==> src/rtl/arb_requester.sv <==
// arb_requester: queues burst jobs and presents them to one port of a shared
// round-robin arbiter. Each job becomes a burst of beats on the bus. The data
// for beat i is the job's base data plus i. The burst can be preempted, and it
// resumes at the interrupted beat.
//
// Ports:
//   clk, rst            clock; asynchronous active-high reset
//   job_valid/job_ready job offer handshake (job_len, job_data payload)
//   job_len             burst length in beats, 0 treated as 1
//   req_out, grant_in   arbiter request / grant
//   bus_valid/data/last beat presented on the shared bus
//   starve              grant not seen within TIMEOUT request cycles
//   busy                FSM active or queue non-empty
module arb_requester #(
  parameter int FIFO_DEPTH = 4,
  parameter int DATA_W     = 8,
  parameter int TIMEOUT    = 15
) (
  input  logic              clk,
  input  logic              rst,
  input  logic              job_valid,
  output logic              job_ready,
  input  logic [3:0]        job_len,
  input  logic [DATA_W-1:0] job_data,
  output logic              req_out,
  input  logic              grant_in,
  output logic              bus_valid,
  output logic [DATA_W-1:0] bus_data,
  output logic              bus_last,
  output logic              starve,
  output logic              busy
);

  localparam int AW = $clog2(FIFO_DEPTH);
  localparam int CW = AW + 1;
  localparam int WW = $clog2(TIMEOUT + 1);
  localparam logic [CW-1:0] DEPTH_C   = CW'(FIFO_DEPTH);
  localparam logic [WW-1:0] TIMEOUT_C = WW'(TIMEOUT);

  typedef enum logic [1:0] {IDLE, REQ, XFER, REL} state_t;

  state_t            state, state_nxt;
  logic [3:0]        len_mem  [FIFO_DEPTH];
  logic [DATA_W-1:0] data_mem [FIFO_DEPTH];
  logic [AW-1:0]     wr_ptr, rd_ptr;
  logic [CW-1:0]     count;
  logic [3:0]        beat;
  logic [WW-1:0]     wait_cnt;
  logic              push, pop;
  logic [3:0]        head_len, last_idx;
  logic [DATA_W-1:0] head_data;
  logic              is_last;

  // The full check uses the pre-edge count, so a push offered while the queue
  // is full is dropped even if a pop happens on the same edge.
  assign job_ready = (count < DEPTH_C);
  assign push      = job_valid & job_ready;
  assign head_len  = len_mem[rd_ptr];
  assign head_data = data_mem[rd_ptr];
  assign last_idx  = (head_len == 4'd0) ? 4'd0 : head_len - 4'd1;
  assign is_last   = (beat == last_idx);
  assign starve    = (wait_cnt == TIMEOUT_C);
  assign busy      = (state != IDLE) || (count != '0);

  always_ff @(posedge clk) begin
    if (push) begin
      len_mem[wr_ptr]  <= job_len;
      data_mem[wr_ptr] <= job_data;
    end
  end

  always_ff @(posedge clk or posedge rst) begin
    if (rst) begin
      state    <= IDLE;
      wr_ptr   <= '0;
      rd_ptr   <= '0;
      count    <= '0;
      beat     <= '0;
      wait_cnt <= '0;
    end else begin
      state <= state_nxt;
      if (push) wr_ptr <= wr_ptr + AW'(1);
      if (pop)  rd_ptr <= rd_ptr + AW'(1);
      case ({push, pop})
        2'b10:   count <= count + CW'(1);
        2'b01:   count <= count - CW'(1);
        default: count <= count;
      endcase
      // The beat index survives preemption; it is cleared only when a job completes.
      if (pop)
        beat <= '0;
      else if (state == XFER && grant_in)
        beat <= beat + 4'd1;
      if (state == REQ) begin
        if (grant_in)
          wait_cnt <= '0;
        else if (wait_cnt != TIMEOUT_C)
          wait_cnt <= wait_cnt + WW'(1);
      end
    end
  end

  always_comb begin
    state_nxt = state;
    pop       = 1'b0;
    req_out   = 1'b0;
    bus_valid = 1'b0;
    case (state)
      IDLE: if (count != '0) state_nxt = REQ;
      REQ: begin
        req_out = 1'b1;
        if (grant_in) state_nxt = XFER;
      end
      XFER: begin
        req_out   = 1'b1;
        bus_valid = grant_in;
        if (!grant_in)
          state_nxt = REQ;
        else if (is_last) begin
          pop       = 1'b1;
          state_nxt = REL;
        end
      end
      REL: state_nxt = IDLE;
      default: state_nxt = IDLE;
    endcase
  end

  assign bus_data = bus_valid ? (head_data + DATA_W'(beat)) : '0;
  assign bus_last = bus_valid & is_last;

endmodule

==> config.mk <==
export PLATFORM = sky130hd
export DESIGN_NAME = arb_requester
export DESIGN_NICKNAME = d
export VERILOG_FILES = /design/src/rtl/arb_requester.sv
export SDC_FILE = /design/constraint.sdc
export NUM_CORES = 1
export LEC_CHECK = 0
export CAP_MARGIN = 20
export CORE_UTILIZATION = 61
export CTS_CLUSTER_SIZE = 25
export DETAILED_ROUTE_END_ITERATION = 12
export GPL_ROUTABILITY_DRIVEN = 0
export GPL_TIMING_DRIVEN = 0
export PLACE_DENSITY = 0.92
export SLEW_MARGIN = 20
export SYNTH_ARGS = -nofsm -noshare
export SYNTH_HDL_FRONTEND = slang
export SYNTH_SLANG_ARGS = --single-unit
==> constraint.sdc <==
create_clock -name clk -period 7.3 [get_ports clk]
set_clock_uncertainty 0.2 [all_clocks]
set_input_delay 1.095 -clock clk [delete_from_list [all_inputs] [get_ports clk]]
set_output_delay 1.095 -clock clk [all_outputs]
set_load 0.005 [all_outputs]
==> qor.yml, run 1 <==
status: "completed"
cpPeakStageDelay_ns: 0.57
maximum_number_of_pins_on_one_net_before_global_route_repair: 18
path_max_fanout: 10
cts-hold-fix-buffers: 0
flop_pwr_share: 0.379
io-pin-count: 30
startpoint_type: "flip-flop"
post-cts-setup-buffer-count: 0
grt_pass1_vias: 1943
synth_fp_nets: 251
path_common_cell: "sky130_fd_sc_hd__a21oi_1"
route.final.wire_length_um: 5604
timing.final.crit_period_ns: 4.909
rsz0062_at_grt: "no"
total_vias_in_the_final_route: 1872
route.detailed.drc: 0
per_instance_average_area_after_synthesis_um2: 14.38
clock_sink_count: 65
hold_path_class: "flip-flop to flip-flop"
vdd.ir_drop.worst_mv: 0.2252
cap_viol_max_count: 0
slew_headroom: 0.5541
grt_overflow: 0
initial_core_util: 0.6465
filler_cell_count: 293
placement.setup.worst_slack_ns: 2.808
max_freq_mhz: 203.7
highest_delay_cell_along_the_critical_path: "sky130_fd_sc_hd__mux4_2"
track_usage: 0.2457
reg2reg_setup_slack_ns: 3.87
grt_antenna_before_repair: 0
detail_route.first_pass.iterations: 4
core_region_area_um2: 4848
static_leak_nw: 1.394
row_count: 25
path_cells: "buf_6 -> buf_2 -> mux4_2 -> ha_1 -> fa_1 -> a21o_1 -> a21oi_1 -> o21ai_0 -> a21oi_1 -> clkdlybuf4s50_1"
ctsRootBufferMaster: "sky130_fd_sc_hd__clkbuf_8"
clk_transition_reported_paths_ns: 0.07
synth.lib_cells_used.distinct: 44
final_worst_slack_ns: 2.391
p_sw_frac: 0.3558
detailedPlacementHpwl_um: 4056
syn_area_um2: 3134
timing_worst_slew_pin_value_ns: 0.6689
setup-tns-final_ns: 0
grt_first_pass_wirelength_um: 9218
synth_seq_cells: 65
proportion_of_layout_cells_with_a_drive_suffix_above_1: 0.1559
bufs_on_longest_clock_path: 2
1st_iter_drt_viols: 168
finalCoreUtilization: 0.7652
cts_tree: "built"
timing.final.setup_violations: 0
p_clk_frac: 0.215
die_width_um: 73.68
skew_pair_late_insertion_delay_ns: 0.35
n_antenna_cell: 0
ant_nets: 0
floorplan.die_area_um2: 5429
dieHeight_um: 73.68
crit_arrival_ns: 3.61
post-route-period-util: 0.6725
final_cells: 330
power_switching_mw: 0.5028
synthToLayoutAreaGrowth_pct: 18.36
cp-end-kind: "output port"
criticalPathCategory: "flip-flop to output port"
via_per_inst: 5.673
power_report.internal_total_mw: 0.9104
port_buffers: 29
yosys_warn_count: 0
postCtsResizedCells: 0
post-place-cells: 314
htree_levels: 3
timing_hold_violations_final: 0
power_density_cells_nw_per_um2: 380.9
detail_route.wl_per_cell_um: 16.98
synth_sequential_area_ratio: 0.5956
synthCells: 218
design.final.nets: 291
drv_slew: 0
numCtsBuffers: 9
combPwrFrac: 0.406
worstPathRequired_ns: 6.00
power groups by stage:
stage	clock, mW	sequential (mW)	combinational [mW]
global route	0.322	0.545	0.639
detailed placement	0	0.541	0.577
CTS	0.307	0.535	0.579
global placement	0	0.534	0.547
floorplan	0	0.523	0.426
finish	0.304	0.535	0.574
placed cells by master (no fill, tap or decap), types with 2 or more instances in the layout:
master / Yosys / routed
sky130_fd_sc_hd__a21o_1: 2 / 2
sky130_fd_sc_hd__a21oi_1: 13 / 13
sky130_fd_sc_hd__and2_1: 6 / 6
sky130_fd_sc_hd__and2_4: 2 / 2
sky130_fd_sc_hd__and3_1: 4 / 4
sky130_fd_sc_hd__buf_2: 2 / 2
sky130_fd_sc_hd__clkbuf_1: 2 / 2
sky130_fd_sc_hd__clkbuf_8: 0 / 9
sky130_fd_sc_hd__clkdlybuf4s50_1: 0 / 29
sky130_fd_sc_hd__clkinv_4: 0 / 2
sky130_fd_sc_hd__dfrtp_1: 17 / 17
sky130_fd_sc_hd__edfxtp_1: 48 / 48
sky130_fd_sc_hd__fa_1: 2 / 2
sky130_fd_sc_hd__ha_1: 15 / 15
sky130_fd_sc_hd__inv_1: 17 / 17
sky130_fd_sc_hd__inv_6: 0 / 2
sky130_fd_sc_hd__mux4_2: 12 / 12
sky130_fd_sc_hd__nand2_1: 8 / 8
sky130_fd_sc_hd__nand2b_1: 4 / 4
sky130_fd_sc_hd__nand3_1: 5 / 5
sky130_fd_sc_hd__nor2_1: 9 / 9
sky130_fd_sc_hd__nor2b_1: 3 / 3
sky130_fd_sc_hd__nor3_1: 4 / 4
sky130_fd_sc_hd__o21ai_0: 6 / 6
sky130_fd_sc_hd__o21ai_1: 3 / 3
sky130_fd_sc_hd__o22ai_1: 3 / 3
sky130_fd_sc_hd__o31a_1: 2 / 2
sky130_fd_sc_hd__xnor2_1: 6 / 6
sky130_fd_sc_hd__xor2_1: 4 / 4
registers in the layout (all words and copies together), names as in the netlist:
name,count
beat,4
count,3
state,2
wait_cnt,4
len_mem,16
wr_ptr,2
rd_ptr,2
data_mem,32
final timing paths:
kind	end	from	cells after the start
worst max-delay path	bus_data[6]	rd_ptr[0]	10
max in group asynchronous	wr_ptr[0]	rst	2
worst max register to register	count[2]	rd_ptr[1]	12
worst min-delay path	count[0]	count[0]	1
min in group asynchronous	wait_cnt[2]	rst	2
worst min register to register	count[0]	count[0]	1
stage by stage:
| step | total power, mW | cell area (um2) | hold WS [ns] |
|---|---|---|---|
| floorplan | 0.9490 | 3134 | 0.2518 |
| global placement | 1.081 | 3508 | 0.2728 |
| CTS | 1.421 | 3710 | 0.2937 |
| finish | 1.413 | 3710 | 0.2921 |
| global route | 1.505 | 3710 | 0.3103 |
| detailed placement | 1.118 | 3508 | 0.2762 |
Yosys cell counts, drive strengths merged:
cell type   n  area [um2]
edfxtp     48        1441
dfrtp      17       425.4
inv        17       63.81
ha         15       187.7
a21oi      13       65.06
mux4       12       270.3
nor2        9       33.78
o21ai       9       45.04
and2        8       55.06
nand2       8       30.03
xnor2       6       52.55
nand3       5       25.02
nor3        5       30.03
xor2        5       51.30
and3        4       25.02
nand2b      4       25.02
buf         3       21.27
nor2b       3       18.77
o22ai       3       18.77
a21o        2       15.01
clkbuf      2       7.510
fa          2       40.04
o2111ai     2       23.77
o31a        2       17.52
o31ai       2       28.78
a211oi      1       12.51
a31o        1       8.760
a32oi       1       8.760
mux2i       1       10.01
nand3b      1       7.510
nor4        1       21.27
o211a       1       10.01
o21a        1       7.510
o21bai      1       7.510
or2         1       6.260
or3         1       6.260
or4b        1       10.01
cell type report:
cell class | count | area [um2] | area share
inverters | 17 | 63.81 | 0.01720
plain buffers | 5 | 28.78 | 0.007757
flip-flops and latches | 65 | 1867 | 0.5032
multi-input cells | 131 | 1175 | 0.3167
clock buffers | 9 | 123.9 | 0.03339
repair buffers | 29 | 290.3 | 0.07825
well taps | 67 | 83.83 | 0.02260
clock inverters | 7 | 77.57 | 0.02091
cell families after synthesis:
group / share of synthesized area
AOI/OAI and AO/OA: 0.08583
xor gates and xnor gates: 0.03313
adders and majority gates: 0.07266
buffers and inverters: 0.02954
DFF: 0.5956
muxes: 0.08942
and+or+nand+nor: 0.09381
layer usage:
layer	GRT usage	up-vias	routed length, um
met5	0	-	0
met4	0.1368	0	114
met3	0.06173	13	261
met2	0.4027	65	2897
met1	0.2992	906	2330
li1	-	888	-
critical path: cells and delay by family (launching register included):
family	cells	cell delay, ns
adder cells (fa/ha/maj)	2	0.63
AO/OA/AOI/OAI	4	0.70
buffers and inverters	3	0.99
multiplexers	1	0.57
flip-flops	1	0.37
No activity file was read; power rests on OpenSTA's default activity.
==> run 2: changes to the inputs <==
- CORE_UTILIZATION: 61 -> 51
- PLACE_DENSITY: 0.92 -> 0.83
- clock period: 7.3 -> 4.34 ns (I/O delays scaled with it)
==> qor.yml, run 2 (same netlist as run 1, synthesis figures left out) <==
hold_path_class: "flip-flop to flip-flop"
startpoint_type: "flip-flop"
post-place-cells: 322  # +2.5%
worst-path-buf-inv: 2  # -1
cp-end-kind: "output port"
n_antenna_cell: 0  # unchanged
crit_arrival_ns: 3.27  # -0.34 ns
via_per_inst: 5.576  # -1.7%
dieHeight_um: 80.40  # +9.1%
1st_iter_drt_viols: 128  # -24%
highest_delay_cell_along_the_critical_path: "sky130_fd_sc_hd__mux4_2"
largest_reg_by_ff_count: "data_mem"
detail_route.wl_per_cell_um: 16.72  # -1.6%
maximum_number_of_pins_on_one_net_before_global_route_repair: 18  # unchanged
detailedPlacementHpwl_um: 3980  # -1.9%
bufs_on_longest_clock_path: 2  # unchanged
worstPathRequired_ns: 3.49  # -2.51 ns
floorplan.die_area_um2: 6463  # +19%
route.final.wire_length_um: 5634  # +0.54%
grt_first_pass_wirelength_um: 9170  # -0.52%
mostFrequentLayoutCell: "sky130_fd_sc_hd__edfxtp_1"
uppermost_metal_layer_occupied_by_signal_nets: "met4"
skew_pair_late_insertion_delay_ns: 0.34  # about the same
core_region_area_um2: 5921  # +22%
final_cells: 337  # +2.1%
critical-path-top-delay-family: "buffers and inverters"
rsz0062_at_grt: "no"
final_worst_slack_ns: 0.2226  # -2.168 ns
synthToLayoutAreaGrowth_pct: 17.92
routedLengthMet1_um: 2440  # +4.7%
cap_viol_max_count: 0  # unchanged
grt_antenna_before_repair: 0  # unchanged
htree_levels: 3  # unchanged
path_cells: "buf_6 -> mux4_2 -> ha_1 -> fa_1 -> a21o_1 -> a21oi_2 -> o21ai_0 -> a21oi_1 -> clkdlybuf4s50_1"
clk_transition_reported_paths_ns: 0.07  # about the same
filler_cell_count: 434  # +48%
status: "completed"
design.final.nets: 290  # -0.34%
numCtsBuffers: 9  # unchanged
power_density_cells_nw_per_um2: 632.0  # +66%
commonest_cells_after_routing_fill_and_taps_aside: "48 x sky130_fd_sc_hd__edfxtp_1, 29 x sky130_fd_sc_hd__clkdlybuf4s50_1, 17 x sky130_fd_sc_hd__inv_1, 17 x sky130_fd_sc_hd__dfrtp_1, 15 x sky130_fd_sc_hd__ha_1"
wl_met3_um: 237  # -9.2%
timing_hold_violations_final: 0  # unchanged
drv_slew: 0  # unchanged
ctsRootBufferMaster: "sky130_fd_sc_hd__clkbuf_8"
port_buffers: 29  # unchanged
detail_route.first_pass.iterations: 4  # unchanged
post-cts-setup-buffer-count: 0  # unchanged
grt_pass1_vias: 1871  # -3.7%
wl_met2_um: 2859  # -1.3%
vdd.ir_drop.worst_mv: 0.2850  # +27%
cpPeakStageDelay_ns: 0.55  # -0.02 ns
ant_nets: 0  # unchanged
io-pin-count: 30  # unchanged
grt_overflow: 0  # unchanged
setup-tns-final_ns: 0  # unchanged
clock_sink_count: 65  # unchanged
slew_headroom: 0.5293  # -0.02477
initial_core_util: 0.5294  # -0.1171
largest_register_ffs: 32  # unchanged
post-route-period-util: 0.9487
criticalPathCategory: "flip-flop to output port"
die_width_um: 80.40  # +9.1%
timing_worst_slew_pin_value_ns: 0.7060  # +0.03715 ns
route.detailed.drc: 0  # unchanged
placement.setup.worst_slack_ns: 0.2220  # -2.586 ns
cts_tree: "built"
total_vias_in_the_final_route: 1879  # +0.37%
path_max_fanout: 14  # +4
track_usage: 0.2032  # -0.04248
static_leak_nw: 1.381  # -0.94%
row_count: 28  # +12%
proportion_of_layout_cells_with_a_drive_suffix_above_1: 0.1412  # -0.01467
max_freq_mhz: 242.9
timing.final.crit_period_ns: 4.117
timing.final.setup_violations: 0  # unchanged
layout_top_registers: "data_mem: 32 flops, len_mem: 16 flops"
## run 2: cell count changes in the layout (fill, tap and decap cells not counted), sizes merged
| cell | delta |
|---|---|
| buf | -1 |
| clkbuf | +3 |
| inv | -2 |
| clkinvlp | -1 |
## run 2: layout make-up
cell class                 instances  area [um2]  area share
sequential                        65        1867      0.5051
multi-input combinational        131        1179      0.3189
timing repair buffer              29       290.3     0.07854
clock buffer                      12       135.1     0.03656
tap                               75       93.84     0.02539
inverter                          17       63.81     0.01726
clock inverter                     4       43.79     0.01185
buffer                             4       23.77    0.006432
## run 2: timing repair
item / 4_1_cts / 5_1_grt
resized for setup: 0 / 1
setup endpoints to repair: 2 / 2
hold buffers: 0 / 0
## run 2: worst paths after layout
path                            depth (start not counted)       from           to  slack (ns)
max in group asynchronous                               2        rst      beat[0]        3.03
worst max register to register                         12  rd_ptr[0]     count[2]        0.91
worst max-delay path                                    9  rd_ptr[0]  bus_data[6]        0.22
worst min-delay path                                    1   count[0]     count[0]        0.30
min in group asynchronous                               2        rst     count[2]        0.50
worst min register to register                          1   count[0]     count[0]        0.30
## run 2: metrics by stage
| stage | hold WS, ns | total power [mW] | utilization | instance area [um2] |
|---|---|---|---|---|
| floorplan | 0.2518 | 1.596 | - | 3134 |
| global placement | 0.2776 | 1.820 | 0.5943 | 3518 |
| detailed placement | 0.2944 | 1.875 | 0.5943 | 3518 |
| CTS | 0.3046 | 2.356 | 0.6236 | 3692 |
| global route | 0.3291 | 2.501 | 0.6243 | 3696 |
| finish | 0.2953 | 2.336 | 0.6243 | 3696 |
## run 2: metal layers
layer,global-route usage,up-vias
met5,0,-
met4,0.1161,0
met3,0.07045,11
met2,0.3119,48
met1,0.2490,930
li1,-,890
## run 2: where the power goes
part	switching, mW	internal, mW
Clock	0.211	0.262
Sequential	0.0904	0.807
Combinational	0.509	0.457
==> run 3: changes to the inputs <==
- CORE_UTILIZATION: 51 -> 57
- PLACE_DENSITY: 0.83 -> 0.87
- clock period: 4.34 -> 4 ns (I/O delays scaled with it)
==> qor.yml, run 3 (same netlist as run 1, synthesis figures left out) <==
n_antenna_cell: 0  # unchanged
commonest_cells_after_routing_fill_and_taps_aside: "48 x sky130_fd_sc_hd__edfxtp_1, 29 x sky130_fd_sc_hd__clkdlybuf4s50_1, 17 x sky130_fd_sc_hd__inv_1, 17 x sky130_fd_sc_hd__dfrtp_1, 13 x sky130_fd_sc_hd__ha_1"
largest_reg_by_ff_count: "data_mem"
bufs_on_longest_clock_path: 2  # unchanged
port_buffers: 29  # unchanged
clk_transition_reported_paths_ns: 0.07  # about the same
grt_pass1_vias: 1936  # +3.5%
ant_nets: 0  # unchanged
timing_worst_slew_pin_value_ns: 0.6598  # -0.04625 ns
route.final.wire_length_um: 5427  # -3.7%
skew_pair_late_insertion_delay_ns: 0.33  # about the same
largest_register_ffs: 32  # unchanged
mostFrequentLayoutCell: "sky130_fd_sc_hd__edfxtp_1"
dieHeight_um: 76.16  # -5.3%
crit_arrival_ns: 3.11  # -0.16 ns
io-pin-count: 30  # unchanged
detail_route.first_pass.iterations: 5  # +1
reg2reg_setup_slack_ns: 0.48  # -0.43 ns
rsz0062_at_grt: "no"
multi_input_area_um2: 1209  # +2.5%
proportion_of_layout_cells_with_a_drive_suffix_above_1: 0.1856  # +0.04438
row_count: 26  # -7.1%
cpPeakStageDelay_ns: 0.53  # -0.02 ns
initial_core_util: 0.6022  # +0.07279
detail_route.wl_per_cell_um: 16.25  # -2.8%
htree_levels: 3  # unchanged
1st_iter_drt_viols: 86  # -33%
track_usage: 0.2038  # +0.0005998
timing.final.setup_violations: 0  # unchanged
timing_hold_violations_final: 0  # unchanged
cts_tree: "built"
criticalPathCategory: "flip-flop to output port"
worstPathRequired_ns: 3.20  # -0.29 ns
route.detailed.drc: 0  # unchanged
layout_top_registers: "data_mem: 32 flops, len_mem: 16 flops"
path_cells: "buf_12 -> mux4_2 -> ha_2 -> fa_2 -> a21o_1 -> a21oi_2 -> o21ai_0 -> a21oi_1 -> clkdlybuf4s50_1"
startpoint_type: "flip-flop"
design.final.nets: 292  # +0.69%
path_max_fanout: 4  # -10
status: "completed"
vdd.ir_drop.worst_mv: 0.5204  # +83%
maximum_number_of_pins_on_one_net_before_global_route_repair: 18  # unchanged
drv_slew: 0  # unchanged
power_density_cells_nw_per_um2: 707.4  # +12%
clock_sink_count: 65  # unchanged
die_width_um: 76.16  # -5.3%
floorplan.die_area_um2: 5800  # -10%
max_freq_mhz: 255.8
highest_delay_cell_along_the_critical_path: "sky130_fd_sc_hd__clkdlybuf4s50_1"
core_region_area_um2: 5205  # -12%
slew_headroom: 0.5597  # +0.03035
static_leak_nw: 1.413  # +2.3%
whs_ns: 0.3000  # +0.004735 ns
post-route-period-util: 0.9773
total_vias_in_the_final_route: 1866  # -0.69%
cp-end-kind: "output port"
filler_cell_count: 323  # -26%
detailedPlacementHpwl_um: 3722  # -6.5%
grt_overflow: 0  # unchanged
grt_antenna_before_repair: 0  # unchanged
worst-path-buf-inv: 2  # unchanged
seq_area_um2: 1867  # unchanged
via_per_inst: 5.587  # +0.20%
synthToLayoutAreaGrowth_pct: 21.20
cap_viol_max_count: 0  # unchanged
critical-path-top-delay-family: "buffers and inverters"
finalCoreUtilization: 0.7298  # +0.1055
hold_path_class: "flip-flop to flip-flop"
numCtsBuffers: 9  # unchanged
grt_first_pass_wirelength_um: 9039  # -1.4%
total_power_mw: 2.687  # +15%
timing.final.crit_period_ns: 3.909
ctsRootBufferMaster: "sky130_fd_sc_hd__clkbuf_8"
[run 3: layout make-up]
class / instances / share of cell area
clock inverters: 7 / 0.02503
inverters: 17 / 0.01680
well taps: 70 / 0.02306
multi-input cells: 131 / 0.3182
plain buffers: 4 / 0.009223
repair buffers: 31 / 0.08366
clock buffers: 9 / 0.03261
flip-flops and latches: 65 / 0.4914
[run 3: through the flow]
stage	instances	worst slack (ns)	area, um2	TNS, ns
2_1_floorplan	218	0.7069	3134	0
3_3_place_gp	317	-0.02155	3512	-0.02155
3_5_place_dp	317	-0.04659	3512	-0.04659
4_1_cts	334	0.02046	3769	0
5_1_grt	334	0.01131	3799	0
6_report	334	0.09070	3799	0
[run 3: per-layer routing]
layer  global-route usage  share of wire
met1               0.2411           0.43
met2               0.3573           0.52
met3              0.05509          0.036
met4              0.07500          0.018
met5                    0              0
[run 3: worst paths after layout]
kind                                    end  startpoint  cells past startpoint
worst max-delay path            bus_data[6]   rd_ptr[0]                      9
worst min-delay path               count[0]    count[0]                      1
worst max register to register     count[2]   rd_ptr[0]                     13
worst min register to register     count[0]    count[0]                      1
max in group asynchronous          state[0]         rst                      2
min in group asynchronous          count[0]         rst                      2
[run 3: power breakdown]
group	leakage (nW)	switching, mW	internal, mW
registers	0.646	0.102	0.874
logic	0.657	0.566	0.542
clock network	0.109	0.252	0.350
total	1.41	0.920	1.77
[run 3: timing repair]
action,in CTS,in global routing
buffers inserted,2,0
resized for setup,4,7
endpoints found under the setup margin,5,4
hold buffers,0,0
pin swaps,0,1
cloned,0,0
[run 3: worst register-to-register path, cell delays in order (launching register included)]
cell and delay [ns]:
sky130_fd_sc_hd__dfrtp_1 0.41, sky130_fd_sc_hd__buf_12 0.13, sky130_fd_sc_hd__buf_12 0.14, sky130_fd_sc_hd__mux4_2 0.63
sky130_fd_sc_hd__o21ai_1 0.19, sky130_fd_sc_hd__a32oi_1 0.11, sky130_fd_sc_hd__nor4_4 0.38, sky130_fd_sc_hd__and2_4 0.24
sky130_fd_sc_hd__ha_1 0.19, sky130_fd_sc_hd__inv_1 0.06, sky130_fd_sc_hd__fa_1 0.38, sky130_fd_sc_hd__xor2_1 0.16
sky130_fd_sc_hd__nor2_1 0.11, sky130_fd_sc_hd__xnor2_1 0.13
